File: src/rtl/conv_scheduler_pkg.sv
// Shared types and default sizing for the convolution job scheduler.
package conv_scheduler_pkg;

  localparam int unsigned DEF_ADDR_WIDTH = 13;
  localparam int unsigned DEF_DATA_WIDTH = 8;
  localparam int unsigned DEF_MAX_MACS   = 64;
  localparam int unsigned DEF_MEM_LAT    = 1;

  typedef enum logic [1:0] {
    S_IDLE = 2'd0,
    S_FEED = 2'd1,
    S_WAIT = 2'd2,
    S_DONE = 2'd3
  } state_e;

endpackage

File: src/rtl/conv_addr_gen.sv
// Tap/window counters and the address arithmetic for image, kernel and output buffers.
module conv_addr_gen
  import conv_scheduler_pkg::*;
#(
  parameter int unsigned ADDR_WIDTH = DEF_ADDR_WIDTH
) (
  input  logic                  clk,
  input  logic                  rst,
  input  logic                  clear,
  input  logic                  step,
  input  logic                  next_win,
  input  logic [ADDR_WIDTH-1:0] img_col,
  input  logic [ADDR_WIDTH-1:0] ker_row,
  input  logic [ADDR_WIDTH-1:0] ker_col,
  input  logic [ADDR_WIDTH-1:0] out_rows,
  input  logic [ADDR_WIDTH-1:0] out_cols,
  output logic                  last_tap,
  output logic                  last_win,
  output logic [ADDR_WIDTH-1:0] img_addr_c,
  output logic [ADDR_WIDTH-1:0] ker_addr_c,
  output logic [ADDR_WIDTH-1:0] out_addr_c
);

  localparam int unsigned AW = ADDR_WIDTH;

  logic [AW-1:0] kr, kc, orow, ocol;

  assign last_tap = (kr == ker_row - AW'(1)) && (kc == ker_col - AW'(1));
  assign last_win = (orow == out_rows - AW'(1)) && (ocol == out_cols - AW'(1));

  // Products wrap at the address width.
  assign img_addr_c = (orow + kr) * img_col + (ocol + kc);
  assign ker_addr_c = kr * ker_col + kc;
  assign out_addr_c = orow * out_cols + ocol;

  // kc is the inner tap loop, ocol the inner window loop.
  always_ff @(posedge clk or negedge rst) begin
    if (!rst) begin
      kr   <= '0;
      kc   <= '0;
      orow <= '0;
      ocol <= '0;
    end else if (clear) begin
      kr   <= '0;
      kc   <= '0;
      orow <= '0;
      ocol <= '0;
    end else begin
      if (step) begin
        if (kc == ker_col - AW'(1)) begin
          kc <= '0;
          kr <= last_tap ? '0 : kr + AW'(1);
        end else begin
          kc <= kc + AW'(1);
        end
      end
      if (next_win) begin
        if (ocol == out_cols - AW'(1)) begin
          ocol <= '0;
          orow <= last_win ? '0 : orow + AW'(1);
        end else begin
          ocol <= ocol + AW'(1);
        end
      end
    end
  end

endmodule

File: src/rtl/conv_scheduler.sv
// Job sequencer: streams kernel taps per output window into the engine and stores one result per window.
module conv_scheduler
  import conv_scheduler_pkg::*;
#(
  parameter int unsigned ADDR_WIDTH = DEF_ADDR_WIDTH,
  parameter int unsigned DATA_WIDTH = DEF_DATA_WIDTH,
  parameter int unsigned MAX_MACS   = DEF_MAX_MACS,
  parameter int unsigned MEM_LAT    = DEF_MEM_LAT
) (
  input  logic                    clk,
  input  logic                    rst,
  input  logic                    start,
  input  logic [ADDR_WIDTH-1:0]   img_row,
  input  logic [ADDR_WIDTH-1:0]   img_col,
  input  logic [ADDR_WIDTH-1:0]   ker_row,
  input  logic [ADDR_WIDTH-1:0]   ker_col,
  output logic                    busy,
  output logic                    done,
  output logic                    cfg_err,
  output logic                    img_rd_en,
  output logic [ADDR_WIDTH-1:0]   img_addr,
  output logic                    ker_rd_en,
  output logic [ADDR_WIDTH-1:0]   ker_addr,
  input  logic [DATA_WIDTH-1:0]   img_rdata,
  input  logic [DATA_WIDTH-1:0]   ker_rdata,
  output logic                    feed_valid,
  output logic [DATA_WIDTH-1:0]   feed_data,
  output logic [DATA_WIDTH-1:0]   feed_weight,
  input  logic                    res_valid,
  input  logic [2*DATA_WIDTH-1:0] res_data,
  output logic                    out_we,
  output logic [ADDR_WIDTH-1:0]   out_addr,
  output logic [2*DATA_WIDTH-1:0] out_data
);

  localparam int unsigned AW = ADDR_WIDTH;
  localparam int unsigned RW = 2 * DATA_WIDTH;
  localparam int unsigned KW = 2 * ADDR_WIDTH;

  state_e        state, state_d;
  logic          busy_d, done_d, cfg_err_d, rd_en_d, out_we_d;
  logic [AW-1:0] img_addr_d, ker_addr_d, out_addr_d;
  logic [RW-1:0] out_data_d;
  logic          cfg_load_c, step_c, next_win_c;

  logic [AW-1:0] img_col_q, ker_row_q, ker_col_q, out_rows_q, out_cols_q;
  logic          last_tap, last_win;
  logic [AW-1:0] img_addr_c, ker_addr_c, out_addr_c;

  // Kernel size is checked at full product width so large dims cannot alias small.
  logic [KW-1:0] k_full_c;
  logic          cfg_ok_c;

  assign k_full_c = KW'(ker_row) * KW'(ker_col);
  assign cfg_ok_c = (img_row != '0) && (img_col != '0) &&
                    (ker_row != '0) && (ker_col != '0) &&
                    (ker_row <= img_row) && (ker_col <= img_col) &&
                    (k_full_c <= KW'(MAX_MACS));

  conv_addr_gen #(
    .ADDR_WIDTH(ADDR_WIDTH)
  ) u_addr_gen (
    .clk       (clk),
    .rst       (rst),
    .clear     (cfg_load_c),
    .step      (step_c),
    .next_win  (next_win_c),
    .img_col   (img_col_q),
    .ker_row   (ker_row_q),
    .ker_col   (ker_col_q),
    .out_rows  (out_rows_q),
    .out_cols  (out_cols_q),
    .last_tap  (last_tap),
    .last_win  (last_win),
    .img_addr_c(img_addr_c),
    .ker_addr_c(ker_addr_c),
    .out_addr_c(out_addr_c)
  );

  // Next state and next registered outputs.
  always_comb begin
    state_d    = state;
    busy_d     = busy;
    done_d     = 1'b0;
    cfg_err_d  = 1'b0;
    rd_en_d    = 1'b0;
    img_addr_d = '0;
    ker_addr_d = '0;
    out_we_d   = 1'b0;
    out_addr_d = '0;
    out_data_d = '0;
    cfg_load_c = 1'b0;
    step_c     = 1'b0;
    next_win_c = 1'b0;
    case (state)
      S_IDLE: begin
        // The done cycle itself is not an accept slot.
        if (start && !done) begin
          if (cfg_ok_c) begin
            cfg_load_c = 1'b1;
            busy_d     = 1'b1;
            state_d    = S_FEED;
          end else begin
            cfg_err_d = 1'b1;
          end
        end
      end
      S_FEED: begin
        step_c     = 1'b1;
        rd_en_d    = 1'b1;
        img_addr_d = img_addr_c;
        ker_addr_d = ker_addr_c;
        if (last_tap) state_d = S_WAIT;
      end
      S_WAIT: begin
        if (res_valid) begin
          next_win_c = 1'b1;
          out_we_d   = 1'b1;
          out_addr_d = out_addr_c;
          out_data_d = res_data;
          state_d    = last_win ? S_DONE : S_FEED;
        end
      end
      S_DONE: begin
        done_d  = 1'b1;
        busy_d  = 1'b0;
        state_d = S_IDLE;
      end
      default: state_d = S_IDLE;
    endcase
  end

  always_ff @(posedge clk or negedge rst) begin
    if (!rst) begin
      state     <= S_IDLE;
      busy      <= 1'b0;
      done      <= 1'b0;
      cfg_err   <= 1'b0;
      img_rd_en <= 1'b0;
      img_addr  <= '0;
      ker_addr  <= '0;
      out_we    <= 1'b0;
      out_addr  <= '0;
      out_data  <= '0;
    end else begin
      state     <= state_d;
      busy      <= busy_d;
      done      <= done_d;
      cfg_err   <= cfg_err_d;
      img_rd_en <= rd_en_d;
      img_addr  <= img_addr_d;
      ker_addr  <= ker_addr_d;
      out_we    <= out_we_d;
      out_addr  <= out_addr_d;
      out_data  <= out_data_d;
    end
  end

  assign ker_rd_en = img_rd_en;

  // Job geometry, frozen for the whole job.
  always_ff @(posedge clk or negedge rst) begin
    if (!rst) begin
      img_col_q  <= '0;
      ker_row_q  <= '0;
      ker_col_q  <= '0;
      out_rows_q <= '0;
      out_cols_q <= '0;
    end else if (cfg_load_c) begin
      img_col_q  <= img_col;
      ker_row_q  <= ker_row;
      ker_col_q  <= ker_col;
      out_rows_q <= img_row - ker_row + AW'(1);
      out_cols_q <= img_col - ker_col + AW'(1);
    end
  end

  // Read strobe delayed by the BRAM latency marks when read data is valid.
  logic [MEM_LAT-1:0] vld_sr;

  always_ff @(posedge clk or negedge rst) begin
    if (!rst) begin
      vld_sr <= '0;
    end else begin
      vld_sr[0] <= img_rd_en;
      for (int i = 1; i < int'(MEM_LAT); i++) vld_sr[i] <= vld_sr[i-1];
    end
  end

  assign feed_valid  = vld_sr[MEM_LAT-1];
  assign feed_data   = feed_valid ? img_rdata : '0;
  assign feed_weight = feed_valid ? ker_rdata : '0;

endmodule
File: config.mk
export PLATFORM = sky130hd
export DESIGN_NAME = conv_scheduler
export DESIGN_NICKNAME = d
export VERILOG_FILES = /design/src/rtl/conv_scheduler_pkg.sv /design/src/rtl/conv_addr_gen.sv /design/src/rtl/conv_scheduler.sv
export SDC_FILE = /design/constraint.sdc
export NUM_CORES = 1
export LEC_CHECK = 0
export CAP_MARGIN = 40
export CORE_UTILIZATION = 55
export CTS_CLUSTER_SIZE = 10
export DETAILED_ROUTE_END_ITERATION = 6
export PLACE_DENSITY = 0.78
export SKIP_CTS_REPAIR_TIMING = 1
export SLEW_MARGIN = 20
export SYNTH_ARGS = -nofsm -noshare
export SYNTH_HDL_FRONTEND = slang
export SYNTH_SLANG_ARGS = --single-unit
File: constraint.sdc
create_clock -name clk -period 6.7 [get_ports clk]
set_input_delay 1.005 -clock clk [delete_from_list [all_inputs] [get_ports clk]]
set_output_delay 1.005 -clock clk [all_outputs]
set_load 0.01 [all_outputs]
==> metrics.txt <==
hpwl dp=62.35 mm; port buffer count=165; total gr overflow=0; Psw=3259 uW; total nets after synthesis=3747; unique cell type count in the Yosys netlist=96; Buf/Inv on CP=5; clock slew at reported path FFs=0.07 ns; Max Slew Vio Count=0; Total Power=7658 uW; Leak=0.01609 uW; Synth top area share=23.31%; drt wl/cell=19.45 um; Tightest Hold Check Type=primary input to async pin; sw frac=42.56%; GRT Overall Usage=32.49%; clock buffer depth=2; Tcrit/Tclk final=106.7%; number of global-route vias before repair=23.73k; failing checks=design-rule violations, negative setup slack; die area=48670 sq um; core area=46850 sq um; GP Congestion=0.9612; FFs w/ async S/R, synth=100.0%; Largest delay share family, worst path=adder cells; CP Data Arrival Time=7.49 ns; total wire length=78.44 mm; Slew @ Worst Pin=0.7651 ns; Post-DRT Antenna Nets=0; synthesized flop and latch total=180; Worst path depth=26; Synth Cell Area=26290 sq um; CP max stage delay=0.55 ns; status=finished, violations left; Crit Path Max Fanout=3; DR iter-0 viols=1753; Worst Setup Start Kind=flop; Vias=23.09k; Mapped Cells=3073; max-cap violations=0; R2R Setup Slk=-0.45 ns; most frequent cells in the layout=inv_1 (510), nand2_1 (398), fa_1 (297), ha_1 (265), buf_4 (251); EDFF count, synth=0; TritonCTS clock tree=done; placed cells=3962; Clock Power Share=13.4%; Die Span Y=220.6 um; Ports=166; Final Hold Fails=0; fmax=139.9 MHz; commonest register cell after synthesis=dfrtp_1; most common cell after layout, fill and taps aside=inv_1; die width=220.6 um; Min Clock Period, post-route=7.146 ns; number of standard cells in the final layout excluding fillers=4033; most area-consuming cells after synthesis=fa_1 (23%), dfrtp_1 (17%), ha_1 (13%); DRC viols=19; VDD IR-drop max=0.3371 mV; Nets=4087; Clk Tree Root Cell=clkbuf_16; Clock Skew=0.008980 ns; initial antenna violation count=0; sequential fraction of the synthesis area=17.14%; Final Setup Violations=1; PD cells=239.5 nW/um^2; total CTS buffers=17; combinational power share=71.4%; Fin Setup TNS=-0.4459 ns; final worst slack=-0.4459 ns; Crit path required time=7.04 ns; Yosys top cell by area=fa_1; H-tree level count=4; share of cells above drive strength 1=14.65%; hold slack=0.3661 ns; Syn-to-layout area delta=21.65%; CTS sink count=180; first-pass GRT wire length=122.1 mm; n_diodes=0; Starting Density=56.10%; critical path's slowest cell=fa_1; Clock Latency Late Sink=0.46 ns; sequential share of power=15.2%; DR vias/cell=5.726; Slew Limit Headroom=48.84%; critical path class=flop to flop; cell-internal power=4398 uW; Syn Area/Cell=8.554 sq um; Worst setup EP type=flop; Cell Rows=79; Synth Warn #=0; largest net degree at the start of global routing=97; drt first pass iters=7; Worst R2R Path Depth=26; RSZ-0062 raised after global routing=yes
per-layer routing:
layer,vias to the layer above,wire (um),global-route usage [%]
li1,10480,-,-
met1,11360,30110,38.82
met2,997,38940,57.12
met3,256,4900,3.450
met4,0,4492,18.13
met5,-,0,0
cell families after synthesis:
group           synth area share, %
compound gates                9.425
mux                           1.290
simple gates                  19.55
xor+xnor                      6.255
fa+ha+maj                     36.63
flops                         17.14
buf+inv                       9.711
final timing paths:
path                                end                from
hold / removal              out_addr[7]                 rst
setup reg to reg           img_addr[12]  u_addr_gen.orow[0]
max in group asynchronous  ker_col_q[6]                 rst
hold reg to reg              feed_valid           img_rd_en
min in group clk             feed_valid           img_rd_en
setup / recovery           img_addr[12]  u_addr_gen.orow[0]
sequential cells by signal, summed over array words and instances, names as in the netlist, 2 cells and up:
register,count
out_data,16
img_addr,13
img_col_q,13
ker_addr,13
ker_col_q,13
ker_row_q,13
out_addr,13
out_cols_q,13
out_rows_q,13
u_addr_gen.kc,13
u_addr_gen.kr,13
u_addr_gen.ocol,13
u_addr_gen.orow,13
state,2
per-stage QoR:
step | util, % | instance area [sq um] | setup slack, ns
global placement | 64.37 | 30160 | -0.9081
global route | 68.25 | 31980 | -0.6385
CTS | 65.71 | 30790 | -0.5616
floorplan | - | 26400 | 0.005692
finish | 68.25 | 31980 | -0.4459
detailed placement | 64.45 | 30200 | -0.9616
cells in the mapped netlist (14+ instances only):
library cell	n
nand3b_1	15
xor2_1	66
nand4_1	26
dfrtp_1	180
nor2b_1	28
nor2_1	163
nor3_1	53
o21ai_0	123
xnor2_1	114
a21boi_0	21
and3_1	20
buf_2	14
inv_1	526
ha_1	280
and2_1	166
a21o_1	22
o31ai_1	17
a21oi_1	80
mux2i_1	26
nand2b_1	14
nand3_1	53
fa_1	306
clkbuf_1	105
nand2_1	407
nor4_1	25
power by group through the flow:
stage	clock network, uW	registers, uW	logic [uW]
detailed placement	0	1180	4500
global route	1080	1170	5940
floorplan	0	1180	2600
CTS	1040	1160	4530
global placement	0	1180	4450
finish	1030	1160	5460
layout make-up:
cell class | instances | area [sq um]
clock buffer | 20 | 446.7
clock inverter | 12 | 145.1
fill | 3694 | 14880
inverter | 531 | 2006
multi-input combinational | 2232 | 19970
sequential | 180 | 4509
tap | 607 | 759.5
timing repair buffer | 451 | 4145
No activity file was read; power rests on OpenSTA's default activity.
